## src/rtl/mem_bus_arbiter_if.sv

```systemverilog
// ---------------------------------------------------------------------------
// mem_bus_arbiter_if
//
// Bundles the two initiator ports (CPU = port 0, DMAC = port 1), the
// single-port SRAM port and the preempt pulse of mem_bus_arbiter.
//
// Handshake: an initiator raises breqN and holds it for as long as it wants
// the bus. The arbiter answers with bgrtN, a registered level. While bgrtN is
// high, addrN/wdataN/wenN are forwarded to the SRAM, and rdataN returns SRAM
// read data in the same cycle. Dropping breqN ends the tenure at the next
// clock edge. bgrt0 and bgrt1 are never high together, and every handover
// passes through at least one cycle with both grants low.
//
// Modports:
//   slave  : the arbiter (drives grants, SRAM address/data/enable, read data)
//   master : the environment (initiators plus SRAM model)
// ---------------------------------------------------------------------------
interface mem_bus_arbiter_if #(
  parameter int AW = 8,
  parameter int DW = 8
);
  logic          breq0;
  logic          bgrt0;
  logic [AW-1:0] addr0;
  logic [DW-1:0] wdata0;
  logic          wen0;
  logic [DW-1:0] rdata0;

  logic          breq1;
  logic          bgrt1;
  logic [AW-1:0] addr1;
  logic [DW-1:0] wdata1;
  logic          wen1;
  logic [DW-1:0] rdata1;

  logic [AW-1:0] mem_addr;
  logic [DW-1:0] mem_wdata;
  logic          mem_wen;
  logic [DW-1:0] mem_rdata;

  logic          preempt;

  modport slave (
    input  breq0, addr0, wdata0, wen0,
    input  breq1, addr1, wdata1, wen1,
    input  mem_rdata,
    output bgrt0, rdata0, bgrt1, rdata1,
    output mem_addr, mem_wdata, mem_wen, preempt
  );

  modport master (
    output breq0, addr0, wdata0, wen0,
    output breq1, addr1, wdata1, wen1,
    output mem_rdata,
    input  bgrt0, rdata0, bgrt1, rdata1,
    input  mem_addr, mem_wdata, mem_wen, preempt
  );
endinterface

```

## src/rtl/mem_bus_arbiter.sv

```systemverilog
// ---------------------------------------------------------------------------
// mem_bus_arbiter
//
// Two-initiator arbiter in front of a single-port, asynchronous-read SRAM.
// Grants one initiator at a time, alternates on simultaneous requests, and
// forces a handover when a tenure exceeds MAX_HOLD cycles while the other
// port is waiting (MAX_HOLD = 0 disables that).
//
// Ports:
//   clk        system clock
//   rst        synchronous, active-high reset
//   bus        mem_bus_arbiter_if.slave: breq/bgrt/addr/wdata/wen/rdata for
//              ports 0 and 1, SRAM mem_addr/mem_wdata/mem_wen/mem_rdata,
//              and the one-cycle preempt pulse
//   dbg_state  current arbiter state (0 = IDLE, 1 = GNT0, 2 = GNT1)
// ---------------------------------------------------------------------------
module mem_bus_arbiter #(
  parameter int AW       = 8,
  parameter int DW       = 8,
  parameter int MAX_HOLD = 16
) (
  input  logic                 clk,
  input  logic                 rst,
  mem_bus_arbiter_if.slave     bus,
  output logic [1:0]           dbg_state
);

  typedef enum logic [1:0] {
    IDLE = 2'd0,
    GNT0 = 2'd1,
    GNT1 = 2'd2
  } state_e;

  localparam bit         PREEMPT_EN = (MAX_HOLD != 0);
  localparam logic [8:0] HOLD_LIM   = 9'(MAX_HOLD);

  state_e     state_q, state_d;
  logic       last_owner_q, last_owner_d;
  logic [7:0] hold_cnt_q, hold_cnt_d;
  logic       preempt_q, preempt_d;

  // hold_cnt counts completed granted cycles minus one, so the tenure has
  // used up its budget once hold_cnt + 1 reaches MAX_HOLD.
  logic hold_done;
  assign hold_done = ({1'b0, hold_cnt_q} + 9'd1) >= HOLD_LIM;

  always_ff @(posedge clk) begin
    if (rst) begin
      state_q      <= IDLE;
      last_owner_q <= 1'b1;   // port 0 wins the first tie
      hold_cnt_q   <= 8'd0;
      preempt_q    <= 1'b0;
    end else begin
      state_q      <= state_d;
      last_owner_q <= last_owner_d;
      hold_cnt_q   <= hold_cnt_d;
      preempt_q    <= preempt_d;
    end
  end

  always_comb begin
    state_d      = state_q;
    last_owner_d = last_owner_q;
    hold_cnt_d   = hold_cnt_q;
    preempt_d    = 1'b0;
    case (state_q)
      IDLE: begin
        // On a tie the port that did not own the bus last time goes first.
        if (bus.breq0 && (!bus.breq1 || last_owner_q)) begin
          state_d    = GNT0;
          hold_cnt_d = 8'd0;
        end else if (bus.breq1) begin
          state_d    = GNT1;
          hold_cnt_d = 8'd0;
        end
      end
      GNT0: begin
        if (!bus.breq0) begin
          state_d      = IDLE;
          last_owner_d = 1'b0;
        end else if (PREEMPT_EN && bus.breq1 && hold_done) begin
          state_d      = IDLE;
          last_owner_d = 1'b0;
          preempt_d    = 1'b1;
        end else if (hold_cnt_q != 8'hFF) begin
          hold_cnt_d = hold_cnt_q + 8'd1;
        end
      end
      GNT1: begin
        if (!bus.breq1) begin
          state_d      = IDLE;
          last_owner_d = 1'b1;
        end else if (PREEMPT_EN && bus.breq0 && hold_done) begin
          state_d      = IDLE;
          last_owner_d = 1'b1;
          preempt_d    = 1'b1;
        end else if (hold_cnt_q != 8'hFF) begin
          hold_cnt_d = hold_cnt_q + 8'd1;
        end
      end
      default: begin
        state_d = IDLE;
      end
    endcase
  end

  // Datapath steering is decoded from the registered state only, so a port
  // that is not granted can never reach the SRAM write enable.
  always_comb begin
    bus.bgrt0     = (state_q == GNT0);
    bus.bgrt1     = (state_q == GNT1);
    bus.mem_addr  = '0;
    bus.mem_wdata = '0;
    bus.mem_wen   = 1'b0;
    bus.rdata0    = '0;
    bus.rdata1    = '0;
    case (state_q)
      GNT0: begin
        bus.mem_addr  = bus.addr0;
        bus.mem_wdata = bus.wdata0;
        bus.mem_wen   = bus.wen0;
        bus.rdata0    = bus.mem_rdata;
      end
      GNT1: begin
        bus.mem_addr  = bus.addr1;
        bus.mem_wdata = bus.wdata1;
        bus.mem_wen   = bus.wen1;
        bus.rdata1    = bus.mem_rdata;
      end
      default: begin
      end
    endcase
  end

  assign bus.preempt = preempt_q;
  assign dbg_state   = state_q;

endmodule

```

## src/flat_wrapper.sv

```systemverilog
// flat-port wrapper written by rule: the top's interface ports become plain ports
module mem_bus_arbiter_flat 
#(
  parameter int AW       = 8,
  parameter int DW       = 8,
  parameter int MAX_HOLD = 16
)
  (clk, rst, dbg_state, bus_breq0, bus_addr0, bus_wdata0, bus_wen0, bus_breq1, bus_addr1, bus_wdata1, bus_wen1, bus_mem_rdata, bus_bgrt0, bus_rdata0, bus_bgrt1, bus_rdata1, bus_mem_addr, bus_mem_wdata, bus_mem_wen, bus_preempt);
  mem_bus_arbiter_if #(.AW(AW), .DW(DW)) bus_i ();
  input  logic clk;
  input  logic rst;
  output logic [1:0] dbg_state;
  input wire logic [$bits(bus_i.breq0)-1:0] bus_breq0;
  input wire logic [$bits(bus_i.addr0)-1:0] bus_addr0;
  input wire logic [$bits(bus_i.wdata0)-1:0] bus_wdata0;
  input wire logic [$bits(bus_i.wen0)-1:0] bus_wen0;
  input wire logic [$bits(bus_i.breq1)-1:0] bus_breq1;
  input wire logic [$bits(bus_i.addr1)-1:0] bus_addr1;
  input wire logic [$bits(bus_i.wdata1)-1:0] bus_wdata1;
  input wire logic [$bits(bus_i.wen1)-1:0] bus_wen1;
  input wire logic [$bits(bus_i.mem_rdata)-1:0] bus_mem_rdata;
  output wire logic [$bits(bus_i.bgrt0)-1:0] bus_bgrt0;
  output wire logic [$bits(bus_i.rdata0)-1:0] bus_rdata0;
  output wire logic [$bits(bus_i.bgrt1)-1:0] bus_bgrt1;
  output wire logic [$bits(bus_i.rdata1)-1:0] bus_rdata1;
  output wire logic [$bits(bus_i.mem_addr)-1:0] bus_mem_addr;
  output wire logic [$bits(bus_i.mem_wdata)-1:0] bus_mem_wdata;
  output wire logic [$bits(bus_i.mem_wen)-1:0] bus_mem_wen;
  output wire logic [$bits(bus_i.preempt)-1:0] bus_preempt;
  assign bus_i.breq0 = bus_breq0;
  assign bus_i.addr0 = bus_addr0;
  assign bus_i.wdata0 = bus_wdata0;
  assign bus_i.wen0 = bus_wen0;
  assign bus_i.breq1 = bus_breq1;
  assign bus_i.addr1 = bus_addr1;
  assign bus_i.wdata1 = bus_wdata1;
  assign bus_i.wen1 = bus_wen1;
  assign bus_i.mem_rdata = bus_mem_rdata;
  assign bus_bgrt0 = bus_i.bgrt0;
  assign bus_rdata0 = bus_i.rdata0;
  assign bus_bgrt1 = bus_i.bgrt1;
  assign bus_rdata1 = bus_i.rdata1;
  assign bus_mem_addr = bus_i.mem_addr;
  assign bus_mem_wdata = bus_i.mem_wdata;
  assign bus_mem_wen = bus_i.mem_wen;
  assign bus_preempt = bus_i.preempt;
  mem_bus_arbiter #(.AW(AW), .DW(DW), .MAX_HOLD(MAX_HOLD)) u_core (.clk(clk), .rst(rst), .bus(bus_i), .dbg_state(dbg_state));
endmodule
```

## config.mk

```make
export PLATFORM = sky130hd
export DESIGN_NAME = mem_bus_arbiter_flat
export DESIGN_NICKNAME = d
export VERILOG_FILES = /design/src/rtl/mem_bus_arbiter_if.sv /design/src/rtl/mem_bus_arbiter.sv /design/src/flat_wrapper.sv
export SDC_FILE = /design/constraint.sdc
export NUM_CORES = 1
export LEC_CHECK = 0
export ABC_AREA = 1
export CAP_MARGIN = 25
export CORE_ASPECT_RATIO = 0.75
export CORE_UTILIZATION = 40
export CTS_BUF_LIST = sky130_fd_sc_hd__clkbuf_4 sky130_fd_sc_hd__clkbuf_8
export DETAILED_ROUTE_END_ITERATION = 12
export PLACE_DENSITY = 0.89
export SYNTH_ARGS = -nofsm -noshare
export SYNTH_HDL_FRONTEND = slang
export SYNTH_SLANG_ARGS = --single-unit
```

## constraint.sdc

```tcl
create_clock -name clk -period 4.75 [get_ports clk]
set_clock_uncertainty 0.1 [all_clocks]
set_input_delay 1.425 -clock clk [delete_from_list [all_inputs] [get_ports clk]]
set_output_delay 1.425 -clock clk [all_outputs]
set_load 0.02 [all_outputs]
```

==> results of run 1 <==
-- layer usage --
| layer | vias to the layer above | wire [um] | share of wire (%) |
|---|---|---|---|
| met5 | - | 0 | 0 |
| met4 | 0 | 53 | 1.3 |
| met3 | 6 | 138 | 3.3 |
| met2 | 36 | 2170 | 51 |
| met1 | 744 | 1860 | 44 |
| li1 | 856 | - | - |
-- kinds of logic after synthesis --
kind of cell | synth area share (%)
AOI/OAI and AO/OA | 13.8
adders and majority gates | 5.97
buffers and inverters | 13.1
DFF | 19.1
and+or+nand+nor | 48.0
-- layout by cell type, fill, tap and decap left out, types with 2 or more instances in the layout --
cell / synthesis / final
o21ai_1: 2 / 2
clkdlybuf4s50_1: 0 / 83
nand3_4: 3 / 3
ha_1: 6 / 6
clkbuf_8: 0 / 3
nand4_1: 5 / 5
inv_1: 33 / 33
nand2_2: 3 / 3
a21oi_1: 28 / 28
nor2_1: 13 / 13
nand3_2: 3 / 3
nor2_2: 3 / 3
nand3_1: 10 / 10
o21ai_0: 3 / 3
dfxtp_1: 12 / 12
nand2_1: 85 / 85
-- sequential cells by signal, summed over array words and instances, names as in the netlist --
| signal | flops |
|---|---|
| u_core.hold_cnt_q | 8 |
| u_core.dbg_state | 2 |
| u_core.last_owner_q | 1 |
| u_core.bus.preempt | 1 |
-- tightest hold or removal path, stage by stage, from the launching register on --
cell and delay (ns):
dfxtp_1 0.34, nand2_1 0.06, nand3_1 0.05
-- metrics by stage --
step | utilization [%] | total power, mW | cell area (um^2)
2_1_floorplan | - | 0.390 | 1260
5_1_grt | 73.3 | 0.699 | 2170
6_report | 73.3 | 0.653 | 2170
4_1_cts | 72.5 | 0.643 | 2140
3_3_place_gp | 71.1 | 0.540 | 2100
3_5_place_dp | 71.1 | 0.546 | 2100
-- worst paths after layout --
kind,start,slack [ns],end
max,bus_wdata0[7],0.45,bus_mem_wdata[7]
min reg2reg,u_core.last_owner_q,0.38,u_core.last_owner_q
max reg2reg,u_core.dbg_state[1],2.59,u_core.hold_cnt_q[3]
min,u_core.last_owner_q,0.38,u_core.last_owner_q
-- cell usage after synthesis (all sizes together) --
master   n  area (um^2)
nand2   89          349
inv     33          124
a21oi   28          140
nor2    17         78.8
nand3   16          133
dfxtp   12          240
clkbuf   6         22.5
ha       6         75.1
o21ai    6         33.8
nand4    5         31.3
buf      3         18.8
nor3     1         5.00
nor4     1         6.26
-- power groups by stage --
stage                     combinational, mW  clock [mW]  sequential [mW]
after floorplan                       0.253           0            0.137
after global placement                0.405           0            0.135
after detailed placement              0.410           0            0.136
after CTS                             0.414      0.0948            0.134
after global routing                  0.461       0.102            0.136
final                                 0.424      0.0941            0.135
-- cell type report --
cell class	instances	share of cell area, %
inverters	33	5.71
clock buffers	3	1.90
multi-input cells	169	39.3
repair buffers	85	39.8
well taps	38	2.19
flip-flops and latches	12	11.1
==> impl_metrics.sql, run 1 <==
INSERT INTO impl_metrics (metric_group, metric, value, unit) VALUES
('final_layout', 'final_cells', '340', ''),
('global_routing', 'grt_start_max_net_pins', '32', ''),
('logic_synthesis', 'yosysWarnings', '0', ''),
('clock_tree', 'tritoncts_clock_tree', 'yes', ''),
('logic_synthesis', 'synthDistinctLibCells', '22', ''),
('clock_tree', 'htreeDepth', '1', ''),
('sta', 'tightest_slew', '0.718', 'ns'),
('pwr', 'worst_ir_drop_vdd', '0.177', 'mV'),
('detailed_routing', 'drt_pass1_iterations', '5', ''),
('floorplan', 'num_io_pins', '84', ''),
('detailed_routing', 'initialDrtViolationCount', '108', ''),
('worst_setup_path', 'cp_cell_sequence', 'clkdlybuf4s50_1, nand2_1, a21oi_1, clkdlybuf4s50_1', ''),
('detailed_routing', 'detail_route.vias_per_cell', '4.83', ''),
('logic_synthesis', 'seq_area_frac_synth', '19.1', '%'),
('global_routing', 'most_used_routing_layer', 'met2', ''),
('pwr', 'switching_share', '46.6', '%'),
('global_routing', 'grt.met2_usage', '46.5', '%'),
('worst_setup_path', 'timing.critical_path.required', '3.22', 'ns'),
('final_layout', 'post_route_cells_drive_above_1_share', '6.62', '%'),
('worst_setup_path', 'end_kind', 'output pin', ''),
('worst_setup_path', 'cp.buffers_inverters', '2', ''),
('clock_tree', 'cts.hold.buffers_added', '0', ''),
('sta', 'rsz0062_at_grt', 'false', ''),
('pwr', 'p_int', '0.349', 'mW'),
('detailed_routing', 'antenna_violating_nets_post_route', '0', ''),
('pwr', 'seqPwrFrac', '20.6', '%'),
('global_routing', 'grt_pass1_vias', '1470', ''),
('global_routing', 'm3_gr_usage', '4.55', '%'),
('worst_setup_path', 'signal_arrival_time_at_the_worst_endpoint', '2.78', 'ns'),
('clock_tree', 'cts_setup_buffers', '0', ''),
('clock_tree', 'cts_inserted_buffers', '3', ''),
('floorplan', 'die_y', '50.6', 'um'),
('place', 'place_ws', '0.423', 'ns'),
('pwr', 'leakagePower', '0.953', 'nW'),
('global_routing', 'grt_remaining_overflow', '0', ''),
('floorplan', 'die_width', '66.7', 'um'),
('detailed_routing', 'route.vias.total', '1642', ''),
('final_layout', 'antenna_cells_inserted', '0', ''),
('clock_tree', 'cts_resized', '0', ''),
('sta', 'timing_max_transition_violations_final', '0', ''),
('worst_hold_path', 'hold_path.class', 'reg2reg', ''),
('detailed_routing', 'routed_length_per_placed_instance', '12.4', 'um'),
('final_layout', 'multiInputGateArea', '852', 'um^2'),
('worst_setup_path', 'critical-path-max-stage-delay', '0.63', 'ns'),
('status', 'run_status', 'complete, no violations', ''),
('place', 'place_inst', '336', ''),
('pwr', 'pwr-share-clk', '14.4', '%'),
('clock_tree', 'clk_path_buf_depth', '2', ''),
('worst_setup_path', 'cp_max_fo', '1', ''),
('sta', 'setup_slack', '0.447', 'ns'),
('place', 'io_buffers', '83', ''),
('logic_synthesis', 'syn-cell-area', '1260', 'um^2'),
('clock_tree', 'clockRootBuffer', 'clkbuf_8', ''),
('final_layout', 'num-fill-cells', '257', ''),
('sta', 'totalNegativeSetupSlack', '0', 'ns'),
('sta', 'final_min_period_over_clock_period', '90.6', '%'),
('clock_tree', 'clock-sinks', '12', ''),
('global_routing', 'grt_pass1_wl', '6750', 'um'),
('floorplan', 'die_area', '3370', 'um^2'),
('place', 'dpl_wire_length', '3290', 'um'),
('final_layout', 'post_layout_net_count', '356', ''),
('logic_synthesis', 'post_synth.cell_area_avg', '5.64', 'um^2'),
('pwr', 'powerDensity', '301', 'nW/um^2'),
('clock_tree', 'clock_latency_of_the_later_clocked_register_in_the_worst_skew_pair', '0.24', 'ns'),
('sta', 'relSlewSlack', '52.2', '%'),
('pwr', 'share_comb_of_total_power', '65.0', '%'),
('global_routing', 'globalRouteMet1Util', '33.2', '%'),
('detailed_routing', 'routed_wl', '4220', 'um'),
('final_layout', 'area_used_by_sequential_logic_in_the_layout', '240', 'um^2'),
('worst_setup_path', 'r2r.worst_path.cells', '8', ''),
('worst_setup_path', 'worst-setup-path-type', 'in2out', '');
Power figures use the tool's default switching activity.
==> inputs of run 2 (changes only) <==
--- a/config.mk
+++ b/config.mk
@@ -11,7 +11,7 @@
 export CORE_UTILIZATION = 40
 export CTS_BUF_LIST = sky130_fd_sc_hd__clkbuf_4 sky130_fd_sc_hd__clkbuf_8
 export DETAILED_ROUTE_END_ITERATION = 12
-export PLACE_DENSITY = 0.89
+export PLACE_DENSITY_LB_ADDON = 0.08
 export SYNTH_ARGS = -nofsm -noshare
 export SYNTH_HDL_FRONTEND = slang
 export SYNTH_SLANG_ARGS = --single-unit
==> run 2 against run 1 <==
Effect of this change: critical path depth stayed put; clock power is 0.7% lower; register-to-register slack worse by 0.11 ns; cell count is 0.29% higher; worst hold slack worse by 0.012 ns; sequential power hardly changed; global-route usage is 2.0 points lower; total power is 0.68% lower; clock-buffer cell count stayed put; via count is 0.12% higher; combinational power hardly changed; critical path type unchanged; largest cell class unchanged; largest power group unchanged.
==> impl_metrics.sql, run 2 (same netlist as run 1, synthesis figures left out) <==
INSERT INTO impl_metrics (metric_group, metric, value, unit) VALUES
('worst_setup_path', 'cp_max_fo', '1', ''),
('place', 'place_ws', '0.472', 'ns'),
('final_layout', 'post_route_cells_drive_above_1_share', '6.93', '%'),
('sta', 'rsz0062_at_grt', 'false', ''),
('final_layout', 'area_used_by_sequential_logic_in_the_layout', '240', 'um^2'),
('status', 'run_status', 'complete, no violations', ''),
('clock_tree', 'cts_inserted_buffers', '3', ''),
('pwr', 'leakagePower', '0.958', 'nW'),
('floorplan', 'die_width', '66.7', 'um'),
('worst_setup_path', 'timing.critical_path.required', '3.22', 'ns'),
('sta', 'finalSetupViolations', '0', ''),
('pwr', 'share_comb_of_total_power', '65.0', '%'),
('place', 'gp_routability_congestion', '0.843', ''),
('pwr', 'p_int', '0.352', 'mW'),
('pwr', 'switching_share', '45.7', '%'),
('pwr', 'seqPwrFrac', '20.6', '%'),
('clock_tree', 'htreeDepth', '1', ''),
('sta', 'totalNegativeSetupSlack', '0', 'ns'),
('detailed_routing', 'antenna_violating_nets_post_route', '0', ''),
('clock_tree', 'clock-sinks', '12', ''),
('sta', 'achievable_freq', '234', 'MHz'),
('clock_tree', 'cts.hold.buffers_added', '0', ''),
('floorplan', 'die_area', '3370', 'um^2'),
('clock_tree', 'clockRootBuffer', 'clkbuf_8', ''),
('global_routing', 'grt_remaining_overflow', '0', ''),
('sta', 'final_min_period_over_clock_period', '90.2', '%'),
('floorplan', 'start_util', '42.5', '%'),
('worst_setup_path', 'critPathMostFrequentCell', 'clkdlybuf4s50_1', ''),
('final_layout', 'num-fill-cells', '261', ''),
('pwr', 'powerDensity', '298', 'nW/um^2'),
('global_routing', 'globalRouteTotalUtil', '24.4', '%'),
('place', 'io_buffers', '83', ''),
('detailed_routing', 'remaining_drc_errors', '0', ''),
('worst_setup_path', 'cp_cell_sequence', 'clkdlybuf4s50_1, nand2_1, a21oi_1, clkdlybuf4s50_1', ''),
('clock_tree', 'cts.reportedPaths.clkPinSlew', '0.05', 'ns'),
('worst_setup_path', 'worst-setup-path-type', 'in2out', ''),
('sta', 'timing_max_transition_violations_final', '0', ''),
('detailed_routing', 'detail_route.vias_per_cell', '4.82', ''),
('pwr', 'netSwitchingPower', '0.296', 'mW'),
('sta', 'min_period', '4.28', 'ns'),
('sta', 'hold_viol_final', '0', ''),
('worst_setup_path', 'critical-path-max-stage-delay', '0.65', 'ns'),
('worst_setup_path', 'signal_arrival_time_at_the_worst_endpoint', '2.76', 'ns'),
('worst_setup_path', 'critical_path.startpoint_type', 'primary input', ''),
('clock_tree', 'cts_resized', '0', ''),
('final_layout', 'syn_to_final_growth', '73.2', '%'),
('clock_tree', 'clk_path_buf_depth', '2', ''),
('detailed_routing', 'routed_wl', '3860', 'um'),
('final_layout', 'most-common-layout-cells', 'nand2_1, clkdlybuf4s50_1, inv_1', ''),
('global_routing', 'grt_start_max_net_pins', '26', ''),
('floorplan', 'placeableCoreArea', '2960', 'um^2'),
('sta', 'setup_slack', '0.467', 'ns'),
('detailed_routing', 'initialDrtViolationCount', '41', ''),
('final_layout', 'max_flop_register', 'u_core.hold_cnt_q', ''),
('floorplan', 'num_io_pins', '84', ''),
('worst_setup_path', 'end_kind', 'output pin', ''),
('detailed_routing', 'route.vias.total', '1644', ''),
('sta', 'tightest_slew', '0.859', 'ns'),
('final_layout', 'post_layout_net_count', '357', ''),
('worst_hold_path', 'hold_path.class', 'reg2reg', ''),
('global_routing', 'antenna_found_initial', '0', ''),
('detailed_routing', 'routed_length_per_placed_instance', '11.3', 'um'),
('clock_tree', 'tritoncts_clock_tree', 'yes', ''),
('pwr', 'worst_ir_drop_vdd', '0.247', 'mV'),
('floorplan', 'die_y', '50.6', 'um'),
('pwr', 'pwr-share-clk', '14.4', '%'),
('detailed_routing', 'drt_pass1_iterations', '4', ''),
('clock_tree', 'cts_setup_buffers', '0', ''),
('global_routing', 'grt_pass1_wl', '6230', 'um'),
('worst_setup_path', 'critical_path.slowest_cell', 'clkdlybuf4s50_1', ''),
('floorplan', 'num_rows', '17', ''),
('final_layout', 'multiInputGateArea', '852', 'um^2'),
('place', 'dpl_wire_length', '3090', 'um'),
('global_routing', 'grt_pass1_vias', '1460', ''),
('job', 'maxCapViolCount', '0', ''),
('final_layout', 'antenna_cells_inserted', '0', ''),
('sta', 'relSlewSlack', '42.8', '%'),
('final_layout', 'final_common_cell', 'nand2_1', ''),
('final_layout', 'largest_register_ff_count', '8', ''),
('clock_tree', 'clock_latency_of_the_later_clocked_register_in_the_worst_skew_pair', '0.24', 'ns');
## run 2: cell types whose count changed in the layout (fill, tap and decap cells not counted)
cell       change
buf_4          +1
clkbuf_16      -1
buf_16         +1
## run 2: worst max-delay path: cells and delay by family
kind	cells	cell delay, ns
buf+inv	2	1.11
compound gates	1	0.17
simple gates	1	0.05
## run 2: per-stage QoR
step / cells / area (um^2) / power (mW) / utilization, % / hold slack (ns)
after floorplan: 223 / 1260 / 0.390 / - / 0.330
after global placement: 337 / 2110 / 0.545 / 71.4 / 0.353
after detailed placement: 338 / 2140 / 0.557 / 72.3 / 0.354
after CTS: 341 / 2180 / 0.653 / 73.7 / 0.368
after global routing: 341 / 2180 / 0.700 / 73.7 / 0.415
final: 341 / 2180 / 0.648 / 73.7 / 0.368
## run 2: cell type report
class,count,area share [%]
Clock buffer,3,1.90
Inverter,33,5.69
Tap cell,38,2.18
Timing Repair Buffer,86,40.1
Multi-Input combinational cell,169,39.1
Sequential cell,12,11.0
## run 2: path summary, 6_finish.rpt
path,start,end,slack [ns],cells after the start
max,bus_addr1[6],bus_mem_addr[6],0.47,4
min,u_core.last_owner_q,u_core.last_owner_q,0.37,2
max reg2reg,u_core.dbg_state[0],u_core.hold_cnt_q[7],2.48,9
min reg2reg,u_core.last_owner_q,u_core.last_owner_q,0.37,2
## run 2: metal layers
layer | global-route usage, % | part of all wire [%] | up-vias
met3 | 6.82 | 7.8 | 12
met5 | 0 | 0 | -
li1 | - | - | 861
met2 | 41.6 | 46 | 61
met4 | 9.22 | 2.8 | 0
met1 | 28.7 | 44 | 710
## run 2: power groups by stage
stage,combinational [mW],clock [mW],sequential (mW)
2_1_floorplan,0.253,0,0.137
3_3_place_gp,0.410,0,0.136
3_5_place_dp,0.422,0,0.135
4_1_cts,0.423,0.0960,0.133
5_1_grt,0.462,0.102,0.136
6_report,0.421,0.0934,0.134
==> inputs of run 3 (changes only) <==
--- a/config.mk
+++ b/config.mk
@@ -7,10 +7,13 @@
 export LEC_CHECK = 0
 export ABC_AREA = 1
 export CAP_MARGIN = 25
+export CELL_PAD_IN_SITES_DETAIL_PLACEMENT = 0
+export CELL_PAD_IN_SITES_GLOBAL_PLACEMENT = 1
 export CORE_ASPECT_RATIO = 0.75
-export CORE_UTILIZATION = 40
+export CORE_UTILIZATION = 23
 export CTS_BUF_LIST = sky130_fd_sc_hd__clkbuf_4 sky130_fd_sc_hd__clkbuf_8
 export DETAILED_ROUTE_END_ITERATION = 12
+export MAX_ROUTING_LAYER = met4
 export PLACE_DENSITY_LB_ADDON = 0.08
 export SYNTH_ARGS = -nofsm -noshare
 export SYNTH_HDL_FRONTEND = slang
==> constraint.sdc (replaced) <==
create_clock -name clk -period 4.4 [get_ports clk]
set_clock_uncertainty 0.1 [all_clocks]
set_input_delay 1.32 -clock clk [delete_from_list [all_inputs] [get_ports clk]]
set_output_delay 1.32 -clock clk [all_outputs]
set_load 0.02 [all_outputs]
==> run 3 against run 2 <==
Effect of this change: critical path depth did not move; die area increased by 71%; via count decreased by 1.3%; routed wire length rose by 9.1%; sequential share of layout area fell by 0.11 points; flip-flop and latch count unchanged; combinational power grew 8.6%; global-route usage shrank 8.3 points; critical path type unchanged.
==> impl_metrics.sql, run 3 (same netlist as run 1, synthesis figures left out) <==
INSERT INTO impl_metrics (metric_group, metric, value, unit) VALUES
('clock_tree', 'clockRootBuffer', 'clkbuf_8', ''),
('worst_hold_path', 'min_from', 'u_core.last_owner_q', ''),
('sta', 'tightest_slew', '0.998', 'ns'),
('global_routing', 'antenna_found_initial', '0', ''),
('sta', 'timing_max_transition_violations_final', '0', ''),
('final_layout', 'final_cells', '375', ''),
('sta', 'achievable_freq', '245', 'MHz'),
('pwr', 'power', '0.702', 'mW'),
('global_routing', 'grt_remaining_overflow', '0', ''),
('floorplan', 'die_width', '87.4', 'um'),
('place', 'dpl_wire_length', '3310', 'um'),
('detailed_routing', 'remaining_drc_errors', '0', ''),
('worst_setup_path', 'rr_startpoint', 'u_core.dbg_state[0]', ''),
('detailed_routing', 'detail_route.vias_per_cell', '4.33', ''),
('detailed_routing', 'initialDrtViolationCount', '66', ''),
('sta', 'rsz0062_at_grt', 'false', ''),
('clock_tree', 'clk_path_buf_depth', '2', ''),
('status', 'run_status', 'complete, no violations', ''),
('global_routing', 'grt_pass1_wl', '7080', 'um'),
('place', 'gp_routability_congestion', '0.749', ''),
('final_layout', 'post_route_cells_drive_above_1_share', '6.93', '%'),
('final_layout', 'max_flop_register', 'u_core.hold_cnt_q', ''),
('worst_setup_path', 'worst-setup-path-type', 'in2out', ''),
('global_routing', 'grt_pass1_vias', '1465', ''),
('floorplan', 'num_io_pins', '84', ''),
('worst_hold_path', 'hold_path.class', 'reg2reg', ''),
('sta', 'final_min_period_over_clock_period', '92.6', '%'),
('worst_setup_path', 'signal_arrival_time_at_the_worst_endpoint', '2.65', 'ns'),
('clock_tree', 'cts.reportedPaths.clkPinSlew', '0.05', 'ns'),
('floorplan', 'num_rows', '22', ''),
('clock_tree', 'clock-sinks', '12', ''),
('pwr', 'leakagePower', '0.952', 'nW'),
('final_layout', 'antenna_cells_inserted', '0', ''),
('job', 'maxCapViolCount', '0', ''),
('clock_tree', 'tritoncts_clock_tree', 'yes', ''),
('final_layout', 'final_common_cell', 'nand2_1', ''),
('worst_setup_path', 'timing.critical_path.required', '2.98', 'ns'),
('floorplan', 'placeableCoreArea', '5060', 'um^2'),
('worst_setup_path', 'cp_max_fo', '1', ''),
('clock_tree', 'cts_resized', '0', ''),
('place', 'io_buffers', '83', ''),
('final_layout', 'post_layout_net_count', '357', ''),
('pwr', 'powerDensity', '319', 'nW/um^2'),
('final_layout', 'num-fill-cells', '555', ''),
('clock_tree', 'htreeDepth', '1', ''),
('place', 'place_ws', '0.323', 'ns'),
('worst_setup_path', 'critical_path.startpoint_type', 'primary input', ''),
('detailed_routing', 'routed_wl', '4210', 'um'),
('sta', 'finalSetupViolations', '0', ''),
('sta', 'setup_slack', '0.326', 'ns'),
('global_routing', 'globalRouteTotalUtil', '16.1', '%'),
('floorplan', 'die_y', '66.0', 'um'),
('detailed_routing', 'route.vias.total', '1622', ''),
('worst_setup_path', 'r2r.worst_path.cells', '9', ''),
('final_layout', 'most-common-layout-cells', 'nand2_1, clkdlybuf4s50_1, inv_1', ''),
('clock_tree', 'cts.hold.buffers_added', '0', ''),
('sta', 'hold_viol_final', '0', ''),
('sta', 'finalHoldWorstSlack', '0.365', 'ns'),
('worst_setup_path', 'r2r-end', 'u_core.hold_cnt_q[5]', ''),
('global_routing', 'grt_start_max_net_pins', '27', ''),
('place', 'place_inst', '372', ''),
('detailed_routing', 'routed_length_per_placed_instance', '11.2', 'um'),
('sta', 'min_period', '4.07', 'ns'),
('sta', 'totalNegativeSetupSlack', '0', 'ns'),
('clock_tree', 'cts_inserted_buffers', '3', ''),
('pwr', 'worst_ir_drop_vdd', '0.112', 'mV'),
('floorplan', 'start_util', '24.8', '%'),
('worst_hold_path', 'min_to', 'u_core.last_owner_q', ''),
('final_layout', 'syn_to_final_growth', '75.0', '%'),
('clock_tree', 'cts_setup_buffers', '0', ''),
('worst_setup_path', 'end_kind', 'output pin', ''),
('floorplan', 'die_area', '5770', 'um^2'),
('final_layout', 'largest_register_ff_count', '8', ''),
('detailed_routing', 'drt_pass1_iterations', '4', ''),
('detailed_routing', 'antenna_violating_nets_post_route', '0', ''),
('sta', 'relSlewSlack', '33.5', '%'),
('worst_hold_path', 'hold_depth', '2', ''),
('worst_setup_path', 'reg2reg_setup_slack', '2.04', 'ns'),
('clock_tree', 'clock_latency_of_the_later_clocked_register_in_the_worst_skew_pair', '0.24', 'ns');
run 3: cell types whose count changed in the layout (fill, tap and decap cells not counted):
cell,delta
buf_16,-1
buf_4,+1
run 3: through the flow:
stage	area (um^2)	util, %
detailed placement	2160	42.6
floorplan	1260	-
CTS	2200	43.5
global route	2200	43.5
finish	2200	43.5
global placement	2160	42.6
run 3: power breakdown:
| group | leakage [nW] | total, mW | switching (mW) | internal [mW] |
|---|---|---|---|---|
| Combinational | 0.832 | 0.457 | 0.267 | 0.189 |
| Sequential | 0.0979 | 0.144 | 0.0186 | 0.126 |
| Clock | 0.0216 | 0.101 | 0.0404 | 0.0604 |
run 3: area by class of cell:
class                      count  area (um^2)  share of cell area (%)
multi-input combinational    169          852                    38.7
sequential                    12          240                    10.9
clock buffer                   3         41.3                    1.88
tap                           72         90.1                    4.09
timing repair buffer          86          853                    38.8
inverter                      33          124                    5.63
run 3: how the worst max path moves through the flow:
stage | start | endpoint | cells past startpoint
after floorplan | u_core.dbg_state[0] | bus_mem_addr[0] | 5
after global placement | bus_wdata0[0] | bus_mem_wdata[0] | 4
after detailed placement | bus_wdata0[6] | bus_mem_wdata[6] | 4
after CTS | bus_wdata0[6] | bus_mem_wdata[6] | 4
after global routing | bus_addr0[6] | bus_mem_addr[6] | 4
final | bus_wdata0[2] | bus_mem_wdata[2] | 4
run 3: per-layer routing:
| layer | global-route usage (%) | vias up | share of wire, % |
|---|---|---|---|
| met5 | - | - | 0 |
| met1 | 20.9 | 713 | 49 |
| met4 | 1.84 | 0 | 0.24 |
| li1 | - | 862 | - |
| met2 | 24.6 | 45 | 44 |
| met3 | 5.87 | 2 | 6.4 |
run 3: worst max-delay path, stage by stage:
cell	delay, ns
clkdlybuf4s50_1	0.46
nand2_1	0.05
a21oi_1	0.18
clkdlybuf4s50_1	0.64
